$ cat src/rtl/pack_build.sv
// pack_build: queues 128-bit trace frames from a 4-phase PkAvail/PkAck source
// and streams them out byte-wise (frame byte 0 first) over a DataNext/DataReady pull port.
module pack_build #(
    parameter int BUFFLENLOG2 = 3
) (
    input  logic         clk,
    input  logic         rst,
    input  logic         PkAvail,
    input  logic [127:0] Packet,
    output logic         PkAck,
    output logic [7:0]   DataVal,
    input  logic         DataNext,
    output logic         DataReady,
    output logic         DataOverf
);
    localparam int DEPTH = 1 << BUFFLENLOG2;
    logic availM, availS;
    logic [127:0] frames [DEPTH];
    logic [BUFFLENLOG2-1:0] head, tail, headNext;
    logic [BUFFLENLOG2:0] count, countAvail, countNext;
    logic [3:0] idx, idxNext;
    logic capture, full, push, advance, pop;
    always_comb begin
        capture    = availS && !PkAck;
        full       = count == (BUFFLENLOG2+1)'(DEPTH);
        push       = capture && !full;
        advance    = DataNext && DataReady;
        pop        = advance && idx == 4'd15;
        idxNext    = advance ? idx + 4'd1 : idx;
        headNext   = pop ? head + BUFFLENLOG2'(1) : head;
        countAvail = count - (BUFFLENLOG2+1)'(pop);
        countNext  = countAvail + (BUFFLENLOG2+1)'(push);
    end
    always_ff @(posedge clk) begin
        if (push) frames[tail] <= Packet;
    end
    // A frame written on this edge becomes visible to the reader one edge later.
    always_ff @(posedge clk or negedge rst) begin
        if (!rst) begin
            availM    <= 1'b0;
            availS    <= 1'b0;
            PkAck     <= 1'b0;
            head      <= '0;
            tail      <= '0;
            count     <= '0;
            idx       <= '0;
            DataReady <= 1'b0;
            DataVal   <= 8'h00;
            DataOverf <= 1'b0;
        end else begin
            availM    <= PkAvail;
            availS    <= availM;
            PkAck     <= availS;
            tail      <= tail + BUFFLENLOG2'(push);
            head      <= headNext;
            count     <= countNext;
            idx       <= idxNext;
            DataReady <= countAvail != '0;
            DataVal   <= countAvail != '0 ? frames[headNext][{idxNext, 3'b000} +: 8] : 8'h00;
            DataOverf <= (capture && full) || (DataOverf && countNext != '0);
        end
    end
endmodule

$ cat config.mk
export PLATFORM = sky130hd
export DESIGN_NAME = pack_build
export DESIGN_NICKNAME = d
export VERILOG_FILES = /design/src/rtl/pack_build.sv
export SDC_FILE = /design/constraint.sdc
export NUM_CORES = 1
export LEC_CHECK = 0
export ABC_AREA = 1
export CORE_ASPECT_RATIO = 0.75
export CORE_MARGIN = 3
export CORE_UTILIZATION = 54
export DETAILED_ROUTE_END_ITERATION = 10
export PLACE_DENSITY_LB_ADDON = 0.1
export SLEW_MARGIN = 0
export SYNTH_ARGS = -nofsm -noshare
export SYNTH_HDL_FRONTEND = slang
export SYNTH_SLANG_ARGS = --single-unit
$ cat constraint.sdc
create_clock -name clk -period 11.3 [get_ports clk]
set_input_delay 1.13 -clock clk [delete_from_list [all_inputs] [get_ports clk]]
set_output_delay 1.13 -clock clk [all_outputs]
set_load 0.01 [all_outputs]
## Yosys cells after proc, flatten, opt, wreduce, memory -nomap -nowiden

Memory sizes are Yosys's and may differ from the RTL's.
Index checks and enable logic that the tools add are counted.

| word-level totals | value |
|---|---|
| bits in registers | 27 |
| memory bits (writable) | 1024 |
| bits of input ports | 132 |
| output and inout bits | 11 |
| word-level logic and storage cells | 35 |
| memories | 1 |

Memories:

| name | depth | width | read ports | clocked after Yosys merged registers in | wr ports | RTL line | RTL |
|---|---|---|---|---|---|---|---|
| frames | 8 | 128 | 1 | 0 | 1 | 18 | `logic [127:0] frames [DEPTH];` |

| operators by class | value |
|---|---|
| add/sub/neg operators | 5 |
| equal/unequal tests | 2 |
| shifts and indexed selects | 1 |
| mux-type cells | 5 |
| reductions and logical operators | 11 |

Operators by type and width:

| cell | count |
|---|---|
| $shiftx A128 B8 Y8 | 1 |
| $eq A4 B4 Y1 const B | 2 |
| $mux W8 | 1 |
| $reduce_bool A4 Y1 | 2 |
| $logic_and A1 B1 Y1 | 6 |
| $add A4 B1 Y4 | 1 |
| $add A4 B1 Y4 const B | 1 |
| $mux W4 | 1 |
| $sub A4 B1 Y4 | 1 |
| $add A3 B1 Y3 | 1 |
| $add A3 B1 Y3 const B | 1 |
| $mux W3 | 1 |
| $logic_not A1 Y1 | 2 |
| $mux W1 | 2 |
| $logic_or A1 B1 Y1 | 1 |

## Logic depth before layout (Yosys ltp)

| depth | value |
|---|---|
| word-level depth | 7 |
| mapped depth | 18 |

## Worst setup path before layout

No wires, ideal clock.

| timing | value |
|---|---|
| kind | reg-to-reg |
| start point | register PkAck |
| end point | memory frames[0][0], enable pin |
| setup time | 0.617 ns |
| data arrival time | 6.240 ns |
| data required time | 10.683 ns |
| slack | 4.443 ns |
| cell stages (with the launch flop) | 6 |
| clock period less this slack | 6.857 ns |
| cells stage by stage | dfrtp_1 > inv_1 > nand2_1 > a31oi_1 > nand2_1 > nor2_1 |

| between the ends | value |
|---|---|
| word-level cells in the longest chain between the ends | 5 |

Ends and longest elaborated chain:

| what | RTL line | RTL |
|---|---|---|
| from (decl) | 10 | `output logic PkAck,` |
| from (signal assigned) | 53 | `PkAck <= availS;` |
| $logic_not A1 Y1 | 24 | `capture = availS && !PkAck;` |
| $logic_and A1 B1 Y1 | 24 |  |
| $logic_and A1 B1 Y1 | 26 | `push = capture && !full;` |
| $mux W1 | 35 | `if (push) frames[tail] <= Packet;` |
| $mux W1 (not written as such) | 35 |  |
| to (decl) | 18 |  |

No other way between the ends.

## Worst setup path in the final report

| timing | value |
|---|---|
| start point | input DataNext |
| end point | register DataVal[2] |

| between the ends | value |
|---|---|
| word-level cells in the longest chain between the ends | 6 |
| elaborated cells on any way between the ends | 9 |
| those cells by class | add/sub (1); shift (1); mux (3); reduce/logical (3); memory (1) |

Ends and longest elaborated chain:

| what | RTL line | RTL |
|---|---|---|
| from (decl) | 12 | `input logic DataNext,` |
| $logic_and A1 B1 Y1 * | 27 | `advance = DataNext && DataReady;` |
| $logic_and A1 B1 Y1 | 28 | `pop = advance && idx == 4'd15;` |
| $mux W3 | 30 | `headNext = pop ? head + BUFFLENLOG2'(1) : head;` |
| $mem_v2 Z8 W128 | n/a |  |
| $shiftx A128 B8 Y8 | 59 | `DataVal <= countAvail != '0 ? frames[headNext][{idxNext, 3'b000} +: 8] : 8'h00;` |
| $mux W8 * | 59 |  |
| to (signal assigned) | 59 |  |
| to (decl) | 11 | `output logic [7:0] DataVal,` |

Mark *: on every way between the ends. The rest lies on a longest branch, timed or not.

==> results.tsv <==
stage	metric	value	unit
status	status	finished clean	
global_route	grt_antenna_before_repair	9	
clocking	cts-root-buf	clkbuf_16	
detailed_routing	wirelength	113	mm
place	dpl.cell_count	4410	
global_route	grt_pass1_vias	26800	
clocking	cts_sinks	1051	
timing	rsz0062_at_grt	no	
clocking	ctsLongestPathBuffers	3	
timing	drv_slew	0	
critical_path	cp-start-kind	input pin	
critical_path	cp_max_fo	86	
detailed_routing	ant_nets	0	
synthesis	synth_top_cell_by_area	edfxtp_1	
critical_path	worstPathCellList	clkdlybuf4s50_1 > nand2_1 > nor2_1 > nand3_4 > nand2_4 > buf_4 > nand2_1 > nand3_1 > nand3_1 > nand3_1 > nand3_1 > nand3_1 > nand2_1 > nand2_1 > nand2_1 > nor2_1	
detailed_routing	route.met3.wl	11.0	mm
synthesis	syn_inst	3418	
clocking	clk-insertion-delay-late	0.68	ns
final_layout	drive_above_1_share	6.06	%
detailed_routing	top_layer	met5	
timing	min_period	5.01	ns
detailed_routing	vias	27700	
critical_path	max_stage_delay	0.82	ns
timing	finClkSkew	0.0261	ns
synthesis	syn_area	42100	um2
timing	final.setup.worst_slack	6.29	ns
detailed_routing	viasPerCell	6.01	
final_layout	fillCellCount	5862	
die	die_w	328	um
synthesis	synth.cells.most_frequent	nand3_1 (1084), edfxtp_1 (1024), nand2_1 (978)	
power_and_ir_drop	peakVddDrop	0.000362	V
synthesis	async_flop_share	2.57	%
final_layout	layout.nets	3616	
critical_path	path_class	in2reg	
critical_path	ff2ff_path_depth	15	
detailed_routing	wirelength_met1	48.3	mm
detailed_routing	drt_iter0_markers	3334	
timing	slew_headroom	27.0	%
clocking	cts_tree	done	
synthesis	syn_nets	3558	
min_path	holdPathStages	0	
critical_path	cp.required	11.89	ns
place	pre_cts_slack	5.72	ns
timing	period_share	44.3	%
detailed_routing	wl_met2	51.4	mm
synthesis	yosysMostFrequentCell	nand3_1	
synthesis	ys_ff_latch	1051	
clocking	clk_pin_slew	0.06	ns
clocking	post_cts_resized	0	
job	cap_viol_max_count	0	
global_route	grt_start_max_net_pins	212	
timing	worst-slew-pin-transition	1.10	ns
synthesis	syn_area_per_cell	12.3	um2
global_route	grt_pass1_wl	170	mm
synthesis	dominantRegCellSynth	edfxtp_1	
critical_path	crit_arrival	5.60	ns
final_layout	layout.cells.non_filler	4606	
place	gp_congestion	0.757	
place	port_buffers	142	
global_route	overflow	0	
die	start_util	54.6	%
synthesis	synth_area_leaders	edfxtp_1 (73%), nand3_1 (13%), nand2_1 (8.7%), buf_2 (1.7%), dfrtp_1 (1.6%)	
synthesis	synth_edf_count	1024	
power_and_ir_drop	powerDensity	269	nW/um2
die	die_area	81400	um2
synthesis	netlist.area_leader.share	73.0	%
synthesis	yosysUniqueCellTypes	25	
detailed_routing	drc	0	
die	rows	88	
place	hpwl	56.1	mm
die	fp.dieH	248	um
clocking	postCtsSetupBuffers	0	
detailed_routing	dr.pass1.iters	6	
critical_path	slowest_stage	buf_4	
final_layout	areaGrowthSynthToFinish	13.1	%
die	num_io_pins	143	
global_route	track_usage	27.8	%
synthesis	seq_area_frac_synth	74.6	%
power_and_ir_drop	p_leak	0.0166	uW
critical_path	end_kind	flop	
timing	max_freq	200	MHz
timing	setup_tns	0	ns
timing	hold_violations	0	
timing	setup_violations	0	
clocking	htree_levels	3	
min_path	hold_path_class	reg2reg	
clocking	cts_buffers	99	
clocking	cts_hold_buf	0	
synthesis	yosysWarnings	0	
detailed_routing	post_drt_wl_per_cell	24.5	um
die	core	77100	um2
layout by cell type, fill, tap and decap left out, drive strengths merged, types with 10 or more instances in the layout:
cell type	n
bufinv	10
dfrtp	27
clkinv	35
inv	21
clkdlybuf4s50	142
edfxtp	1024
buf	42
clkbuf	138
nand3	1086
nor2	21
nand2	981
where the power goes:
group	switching, uW	internal [uW]
clock	1420	1960
sequential	96.9	4640
combinational	3450	1240
total	4960	7850
worst max-delay path: cells and delay by family:
kind                   cells  cell delay, ns
AND/OR/NAND/NOR           14            2.98
buffers and inverters      2            1.34
sequential cells by signal (all words and copies together), names as in the netlist:
name       count
availM         1
count          4
PkAck          1
availS         1
head           3
DataVal        8
idx            4
tail           3
frames      1024
DataReady      1
DataOverf      1
worst paths after layout:
check,to,startpoint,slack (ns)
worst max-delay path,DataVal[2],DataNext,6.29
worst min-delay path,availS,availM,0.36
worst max register to register,DataVal[2],DataReady,6.70
worst min register to register,availS,availM,0.36
max in group asynchronous,idx[0],rst,10.04
min in group asynchronous,DataVal[7],rst,0.90
stage by stage:
step	power, uW	cell area [um2]	hold slack, ns	util (%)
floorplan	7870	42100	0.331	-
global placement	9360	44300	0.344	57.5
detailed placement	9430	44300	0.338	57.5
CTS	12800	47600	0.358	61.8
global route	13500	47600	0.358	61.8
finish	12800	47600	0.355	61.8
routing by layer:
layer | up-vias | global-route usage (%)
met5 | - | 0
met3 | 170 | 5.84
met4 | 2 | 6.63
met1 | 13800 | 41.3
li1 | 12400 | -
met2 | 1329 | 42.6
final cells by class:
| cell class | count | area, um2 | area share [%] |
|---|---|---|---|
| Inverter | 19 | 73.8 | 0.155 |
| Timing Repair Buffer | 184 | 1860 | 3.91 |
| Antenna cell | 8 | 20.0 | 0.0420 |
| Sequential cell | 1051 | 31400 | 66.0 |
| Tap cell | 1035 | 1290 | 2.72 |
| Clock buffer | 138 | 2810 | 5.89 |
| Clock inverter | 50 | 527 | 1.11 |
| Multi-Input combinational cell | 2121 | 9630 | 20.2 |
cells by family (layout without fill, tap and decap cells):
family | count (synthesis) | in the layout | synth area share [%]
AND/OR/NAND/NOR | 2088 | 2088 | 21.9
flip-flops | 1051 | 1051 | 74.6
buffers and inverters | 246 | 391 | 2.84
AO/OA/AOI/OAI | 17 | 17 | 0.229
adder cells (fa/ha/maj) | 8 | 8 | 0.238
XOR/XNOR | 8 | 8 | 0.166
other | 0 | 8 | 0
Power figures use the tool's default switching activity.
